<file path="src/rtl/bcd_counter_multi.sv">
// Multi-digit packed-BCD up/down counter with validated load and combinational carry/borrow out.
// One-cycle latency; define BCD_SAT_EN to hold at 99..9 / 00..0 instead of wrapping.
module bcd_counter_multi #(
  parameter int                    DIGITS  = 4,
  parameter logic [4*DIGITS-1:0]   RST_VAL = '0
) (
  input  logic                  Clk,
  input  logic                  Rst,
  input  logic                  Clr,
  input  logic                  Load,
  input  logic [4*DIGITS-1:0]   Din,
  input  logic                  Cin,
  input  logic                  Up,
  output logic [4*DIGITS-1:0]   q,
  output logic                  Cout,
  output logic                  Load_err
);

  logic [4*DIGITS-1:0] cnt_nxt;
  logic                at_limit;
  logic                din_ok;
  logic                ripple;
  logic [3:0]          dig;

  // A digit moves only while every lower digit sits at its terminal value;
  // the ripple flag left after the top digit is the all-9 / all-0 limit.
  always_comb begin
    cnt_nxt = q;
    ripple  = 1'b1;
    dig     = 4'd0;
    for (int k = 0; k < DIGITS; k++) begin
      dig = q[4*k +: 4];
      if (ripple) begin
        if (Up) cnt_nxt[4*k +: 4] = (dig == 4'd9) ? 4'd0 : dig + 4'd1;
        else    cnt_nxt[4*k +: 4] = (dig == 4'd0) ? 4'd9 : dig - 4'd1;
      end
      ripple = ripple & (Up ? (dig == 4'd9) : (dig == 4'd0));
    end
    at_limit = ripple;
  end

  always_comb begin
    din_ok = 1'b1;
    for (int k = 0; k < DIGITS; k++) begin
      if (Din[4*k +: 4] > 4'd9) din_ok = 1'b0;
    end
  end

  assign Cout = Cin & ~Rst & ~Clr & ~Load & at_limit;

  always_ff @(posedge Clk) begin
    if (Rst) begin
      q        <= RST_VAL;
      Load_err <= 1'b0;
    end else if (Clr) begin
      q        <= RST_VAL;
      Load_err <= 1'b0;
    end else if (Load) begin
      if (din_ok) q <= Din;
      Load_err <= ~din_ok;
    end else begin
      Load_err <= 1'b0;
`ifdef BCD_SAT_EN
      if (Cin && !at_limit) q <= cnt_nxt;
`else
      if (Cin) q <= cnt_nxt;
`endif
    end
  end

endmodule

</file>
<file path="config.mk">
export PLATFORM = sky130hd
export DESIGN_NAME = bcd_counter_multi
export DESIGN_NICKNAME = d
export VERILOG_FILES = /design/src/rtl/bcd_counter_multi.sv
export SDC_FILE = /design/constraint.sdc
export NUM_CORES = 1
export LEC_CHECK = 0
export ABC_AREA = 0
export BUFFER_PORTS_ARGS = -buffer_cell sky130_fd_sc_hd__buf_4
export CAP_MARGIN = 10
export CORE_MARGIN = 3
export CORE_UTILIZATION = 29
export DETAILED_ROUTE_END_ITERATION = 10
export PLACE_DENSITY = 0.57
export SLEW_MARGIN = 20
export SYNTH_ARGS = -nofsm -noshare
export SYNTH_HDL_FRONTEND = slang
export SYNTH_SLANG_ARGS = --single-unit
</file>
<file path="constraint.sdc">
create_clock -name Clk -period 3.27 [get_ports Clk]
set_clock_uncertainty 0.2 [all_clocks]
set_input_delay 0.327 -clock Clk [delete_from_list [all_inputs] [get_ports Clk]]
set_output_delay 0.327 -clock Clk [all_outputs]
set_load 0.01 [all_outputs]
</file>
* After elaboration in Yosys (flattened, before gate mapping)
Cells that the tools add are included.
Cells by class: add/sub/neg operators 8, order comparisons 4, equality and inequality tests 5, mux-type cells 26, bitwise gates (word level) 11, reduce and logical (&&, ||, !) cells 14
Operators by type and width (number):
- $mux 4 | 15
- $mux 16 | 3
- $add 4x1->4 const B | 4
- $eq 4x4->1 const B | 4
- $gt 4x4->1 const B | 4
- $logic_not 4->1 | 4
- $sub 4x1->4 const B | 4
- $reduce_and 3->1 | 3
- $mux 1 | 8
- $reduce_bool 2->1 | 4
- $and 1x1->1 | 7
- $not 1->1 | 4
- $reduce_or 3->1 | 1
- $ne 2x1->1 const B | 1
- $reduce_and 2->1 | 1
- $reduce_or 2->1 | 1
Storage, ports and cells: register bits 17, input bits 22, output and inout bits 18, logic and storage cells 73

* Longest topological paths before layout
Gate-level depths: netlist (run 1).
depth in word-level cells 7, mapped depth 8, depth with buffers taken out 5

* Worst setup path before layout (run 1)
OpenSTA, ideal clock, no wires.
path type input to output, start input Up, end output Cout, arrival time 1.425 ns, data required time 2.743 ns, slack 1.318 ns, stages on the path 6, buffers on the path 3, path through buf_4 buf_2 buf_2 and3_1 o21ai_0 nor4_1
On the way: cells in the longest elaborated chain, start to end 5, elaborated cells on any way between the ends 8, classes of those cells 4 x mux; 4 x bitwise
Ends and longest elaborated chain:
- start, declared | RTL line 13 | input logic Up,
- $mux 1 | RTL line 37 | ripple = ripple & (Up ? (dig == 4'd9) : (dig == 4'd0));
- $and 1x1->1 (2 in series) | RTL line 37
- $and 1x1->1 * | RTL line 37
- $and 1x1->1 * | RTL line 49 | assign Cout = Cin & ~Rst & ~Clr & ~Load & at_limit;
- end, declared | RTL line 15 | output logic Cout,
Mark *: on every way between the ends. The rest lies on a longest branch, timed or not.

* Worst setup path after layout (run 1)
start register q[0], end output Cout
On the way: cells in the longest elaborated chain, start to end 6, elaborated cells on any way between the ends 7, classes of those cells 1 x eq/ne; 1 x mux; 4 x bitwise; 1 x reduce/logical
Ends and longest elaborated chain:
- start, declared | RTL line 14 | output logic [4*DIGITS-1:0] q,
- start signal, assigned | RTL line 59 | if (din_ok) q <= Din;
- start signal, assigned | RTL line 66 | if (Cin) q <= cnt_nxt;
- $eq 4x4->1 / $logic_not 4->1 (equally long branches) | RTL line 37
- $mux 1 * | RTL line 37
- $and 1x1->1 * (3 in series) | RTL line 37
- $and 1x1->1 * | RTL line 49
Marks and branches as above.

==> impl_metrics.json, run 1 <==
{
  "worst-r2r-cell-count": 5,
  "ff2ff_setup_slack_ns": 1.03,
  "synth_ff_type": "dfxtp_1",
  "finalMaxSlewViolations": 0,
  "achievable-frequency_mhz": 413,
  "timing.final.crit_period_ns": 2.42,
  "final-setup-viol-count": 0,
  "critPathBufInv": 1,
  "antenna_found_initial": 0,
  "timing.slew.headroom": 0.627,
  "clock_insertion_delay_worst_skew_ns": 0.26,
  "power_density_nw_per_um2": 274,
  "syn-cell-area_sq_um": 1590,
  "coreArea_sq_um": 5200,
  "p_sw_frac": 0.310,
  "worst_setup_hold_path_clk_slew_ns": 0.08,
  "drt_iter0_markers": 120,
  "yosysUniqueCellTypes": 58,
  "route.final.wire_length_um": 4350,
  "hpwl_um": 3060,
  "fin_setup_tns_ns": 0,
  "height_of_the_chip_um": 80.0,
  "buffer_ports.inserted": 39,
  "crit_path_start_kind": "flop",
  "fin_crit_sh": 0.740,
  "area_growth_pct": 20.6,
  "clk_path_buf_depth": 2,
  "grt-ovfl-total": 0,
  "outcome": "complete, no violations",
  "internal_power_w": 0.000362,
  "critical_path.max_stage_delay_ns": 0.64,
  "final_antenna_net_count": 0,
  "timing.critical_path.fanout_max": 14,
  "worst_r2r_endpoint": "q[12]$_SDFFE_PP0P_",
  "gpl.final_weighted_congestion": 0.773,
  "cts_sinks": 17,
  "nNetsFinal": 257,
  "timing.critical_path.max_delay_family": "simple AND/OR/NAND/NOR gates",
  "rsz0062_at_grt": "no",
  "die-width_um": 80.0,
  "final_core_area_utilization": 0.368,
  "critical_path.reg2reg.startpoint": "q[0]$_SDFFE_PP0P_",
  "insertedDiodeCount": 0,
  "num-fill-cells": 574,
  "worst_hold_path.num_cells": 3,
  "area_enclosed_by_the_die_boundary_sq_um": 6400,
  "kind_of_critical_path": "flop to output port",
  "cp.arrival_ns": 1.89,
  "htree_levels": 1,
  "share_of_cells_above_drive_strength_1": 0.248,
  "syn_area_per_cell_sq_um": 7.45,
  "cp-end-kind": "output port",
  "ctsResizeCount": 0,
  "beginning_of_the_worst_hold_path": "Din[9]",
  "grt_max_degree": 40,
  "timing.critical_path.required_ns": 2.74,
  "number_of_enable_type_register_cells_in_the_synthesized_netlist": 0,
  "yosys_warnings": 0,
  "hold_buffers": 0,
  "crit_path_cell_trace": "and3_4, o2111ai_1, nor4_1, buf_4",
  "power_switching_w": 0.000163,
  "power_w": 0.000524,
  "cts_inserted_buffers": 3,
  "dr.pass1.iters": 4,
  "mappedNetlistNets": 235,
  "gr-usage-all-layers": 0.144,
  "drc_errors": 0,
  "cts_tree": "done",
  "share_comb_of_total_power": 0.251,
  "grt_pass1_wl_um": 7450,
  "detail_route.wl_per_cell_um": 14.3,
  "worst_slew_pin_slew_ns": 0.559,
  "initial_core_utilization": 0.305,
  "routed_via_density": 5.47,
  "cts.repair_timing.setup_buffer_count": 0,
  "grt_pass1_vias": 1486,
  "report.final.hold_viol_count": 0,
  "postSynthCellCount": 213,
  "p_clk_frac": 0.313,
  "floorplan.rows": 26,
  "timing.critical_path.slowest_stage_cell": "dfxtp_1",
  "synthArstFlopShare": 0,
  "worst_hold_slack_ns": 0.146,
  "min_path_type": "input port to flop",
  "p_seq_frac": 0.435,
  "cp-startpoint": "q[0]$_SDFFE_PP0P_",
  "via_count": 1664,
  "power_leakage_nw": 0.735,
  "min_delay_worst_endpoint": "q[9]$_SDFFE_PP0P_",
  "ctsRootBufferMaster": "clkbuf_8",
  "fraction_of_the_yosys_area_taken_by_sequential_cells": 0.214,
  "boundaryPins": 40,
  "vdd_ir_drop_max_mv": 0.182,
  "synth_seq_cells": 17,
  "drv_cap": 0
}
[cell usage after synthesis, drive strengths merged (3+ instances only)]
cell | number | share of area
nand4b | 4 | 0.022
xnor2 | 5 | 0.028
nand3 | 7 | 0.022
inv | 7 | 0.017
and3 | 6 | 0.027
nor4 | 4 | 0.016
dfxtp | 17 | 0.21
o21ai | 20 | 0.065
nor2 | 14 | 0.035
nor2b | 4 | 0.016
nand3b | 3 | 0.014
nor3 | 14 | 0.054
clkbuf | 9 | 0.021
o311a | 3 | 0.019
a221o | 3 | 0.019
nand2 | 12 | 0.028
buf | 16 | 0.055
or2 | 4 | 0.016
mux2i | 5 | 0.032
a21oi | 8 | 0.025
o22ai | 12 | 0.051
[layout make-up]
cell class,count,area (sq um),share of cell area
clock buffer,4,45.0,0.0235
inverter,7,26.3,0.0137
multi-input combinational,164,1100,0.575
sequential,17,340,0.178
tap,70,87.6,0.0458
timing repair buffer,42,315,0.165
[layer usage]
layer | global-route usage | wire length (um)
met3 | 0.0316 | 208
met2 | 0.209 | 1960
met5 | 0 | 0
met1 | 0.213 | 2150
met4 | 0.0355 | 39
[power groups by stage]
stage               clock network, W  registers [W]   logic, W
global placement                   0       0.000233   0.000131
CTS                         0.000175       0.000228   0.000132
finish                      0.000164       0.000228   0.000132
global route                0.000182       0.000230   0.000146
detailed placement                 0       0.000233   0.000132
floorplan                          0       0.000224  0.0000951
[through the flow]
stage               area, sq um  cells  worst slack (ns)
floorplan                  1590    213              1.32
global placement           1870    300              1.05
detailed placement         1870    300              1.03
CTS                        1910    304             0.842
global route               1910    304             0.751
finish                     1910    304             0.850
[cells in the final DEF (no fill, tap or decap), drive strengths merged, types with 5 or more instances in the layout]
cell and n:
dfxtp 17, and3 6, o21ai 20, a21oi 8, mux2i 5, nand2 12, o22ai 12, inv 7
nor2 14, nor3 14, xnor2 5, nand3 7, buf 42
[registers in the layout, summed over array words and instances, names as in the netlist]
| register | flops |
|---|---|
| Load_err | 1 |
| q | 16 |
[cells by family after synthesis]
logic type	share of synthesized area
and+or+nand+nor	0.294
AOI/OAI and AO/OA	0.334
buffers and inverters	0.0930
DFF	0.214
xor gates and xnor gates	0.0331
muxes	0.0315
[worst reg2reg max path, cell delays in order (launching register included)]
cell      delay (ns)
dfxtp_1         0.64
and3_4          0.31
o211ai_4        0.11
nor4b_4         0.48
nor3b_1         0.10
o31a_1          0.30
[worst max-delay path by stage]
| stage | to | depth (start not counted) |
|---|---|---|
| 5_1_grt | Cout | 4 |
| 2_1_floorplan | Cout | 6 |
| 6_report | Cout | 4 |
| 4_1_cts | Cout | 4 |
| 3_5_place_dp | q[12]$_SDFFE_PP0P_ | 6 |
| 3_3_place_gp | q[12]$_SDFFE_PP0P_ | 6 |
Note: power is estimated with default switching activity, not from simulation.
==> inputs of run 2 (changes only) <==
- PLACE_DENSITY: 0.57 -> 0.59
- clock period: 3.27 -> 2 ns (I/O delays scaled with it)
==> impl_metrics.json, run 2 (same netlist as run 1, synthesis figures left out) <==
{
  "grt-ovfl-total": 0,
  "fin_cells": 324,
  "kind_of_critical_path": "flop to output port",
  "timing.critical_path.fanout_max": 12,
  "timing.slew.headroom": 0.725,
  "cp.arrival_ns": 1.53,
  "htree_levels": 1,
  "grt_max_degree": 23,
  "max_ffs_per_register": 16,
  "final_critical_path_setup_slack_ns": 0.0744,
  "fin_crit_sh": 0.963,
  "coreArea_sq_um": 5200,
  "route.final.wire_length_um": 4430,
  "achievable-frequency_mhz": 519,
  "drv_cap": 0,
  "height_of_the_chip_um": 80.0,
  "final-setup-viol-count": 0,
  "share_of_cells_above_drive_strength_1": 0.319,
  "ff2ff_setup_slack_ns": 0.13,
  "gpl.final_weighted_congestion": 0.760,
  "worst_slew_pin_slew_ns": 0.412,
  "routed_via_density": 5.44,
  "via_count": 1761,
  "antenna_found_initial": 0,
  "initial_core_utilization": 0.305,
  "reg.largest.list": "q x16, Load_err x1",
  "cts_inserted_buffers": 3,
  "hold_buffers": 0,
  "outcome": "complete, no violations",
  "hpwl_um": 3320,
  "grt_pass1_wl_um": 7420,
  "layout.cells.most_common": "buf_4",
  "gr-usage-all-layers": 0.141,
  "drc_errors": 0,
  "insertedDiodeCount": 0,
  "cts_sinks": 17,
  "worst_hold_slack_ns": 0.0414,
  "cts.repair_timing.setup_buffer_count": 0,
  "floorplan.rows": 26,
  "die-width_um": 80.0,
  "mostFrequentLayoutCells": "62 x buf_4, 18 x o21ai_0, 16 x dfxtp_1",
  "num-fill-cells": 561,
  "area_enclosed_by_the_die_boundary_sq_um": 6400,
  "dpl_worst_slack_ns": 0.132,
  "detail_route.wl_per_cell_um": 13.7,
  "clock_insertion_delay_worst_skew_ns": 0.25,
  "report.final.hold_viol_count": 0,
  "clk_path_buf_depth": 2,
  "largest-register": "q",
  "placedCellCount": 320,
  "boundaryPins": 40,
  "vdd_ir_drop_max_mv": 0.214,
  "buffer_ports.inserted": 39,
  "fin_setup_tns_ns": 0,
  "rsz0062_at_grt": "no",
  "timing.critical_path.required_ns": 1.60,
  "drt_iter0_markers": 116,
  "power_density_nw_per_um2": 421,
  "min_path_type": "input port to flop",
  "cp-end-kind": "output port",
  "power_leakage_nw": 0.840,
  "nNetsFinal": 277,
  "worst_setup_hold_path_clk_slew_ns": 0.07,
  "crit_path_start_kind": "flop",
  "area_growth_pct": 30.9,
  "grt_pass1_vias": 1591,
  "finalMaxSlewViolations": 0,
  "power_w": 0.000875,
  "timing.final.crit_period_ns": 1.93,
  "ctsRootBufferMaster": "clkbuf_8",
  "cts_tree": "done",
  "dr.pass1.iters": 4,
  "final_antenna_net_count": 0
}
run 2: cell count changes in the layout (fill, tap and decap cells not counted):
cell,delta
buf_4,+20
dfxtp_2,+1
nor4_2,+2
dfxtp_1,-1
nor4_1,-2
run 2: per-stage QoR:
step                       util  instance area, sq um
final                     0.399                  2080
after global routing      0.399                  2080
after CTS                 0.399                  2080
after detailed placement  0.388                  2020
after global placement    0.388                  2020
after floorplan               -                  1590
run 2: area by class of cell:
type / instances / area (sq um) / area share
clock buffers: 4 / 45.0 / 0.0217
inverters: 7 / 26.3 / 0.0126
multi-input cells: 164 / 1110 / 0.535
flip-flops and latches: 17 / 342 / 0.164
well taps: 70 / 87.6 / 0.0421
repair buffers: 62 / 465 / 0.224
run 2: power by group:
| part | total [W] | leakage (nW) | internal, W | switching, W |
|---|---|---|---|---|
| Clock | 0.000261 | 0.0228 | 0.000141 | 0.000120 |
| Combinational | 0.000254 | 0.679 | 0.000122 | 0.000132 |
| Sequential | 0.000360 | 0.138 | 0.000348 | 0.0000120 |
| Total | 0.000875 | 0.840 | 0.000611 | 0.000264 |
run 2: worst paths after layout:
path | startpoint | endpoint | cells past startpoint
max | q[13]$_SDFFE_PP0P_ | Cout | 4
min | Din[8] | q[8]$_SDFFE_PP0P_ | 3
max reg2reg | q[4]$_SDFFE_PP0P_ | q[12]$_SDFFE_PP0P_ | 5
min reg2reg | q[6]$_SDFFE_PP0P_ | q[6]$_SDFFE_PP0P_ | 2
run 2: repair_timing:
action / in CTS / in global routing
pin swaps: 0 / 1
setup endpoints to repair: 1 / 1
gates resized for setup: 2 / 1
run 2: critical path: stages, from the launching register on:
cell	delay, ns
dfxtp_1	0.44
nor3_1	0.22
o21ai_0	0.12
nor4_2	0.32
buf_4	0.17
run 2: per-layer routing:
| layer | global-route usage | wire (um) | up-vias |
|---|---|---|---|
| met1 | 0.198 | 2150 | 831 |
| met2 | 0.233 | 2090 | 38 |
| li1 | - | - | 890 |
| met3 | 0.0181 | 190 | 2 |
| met4 | 0.0236 | 8 | 0 |
| met5 | 0 | 0 | - |
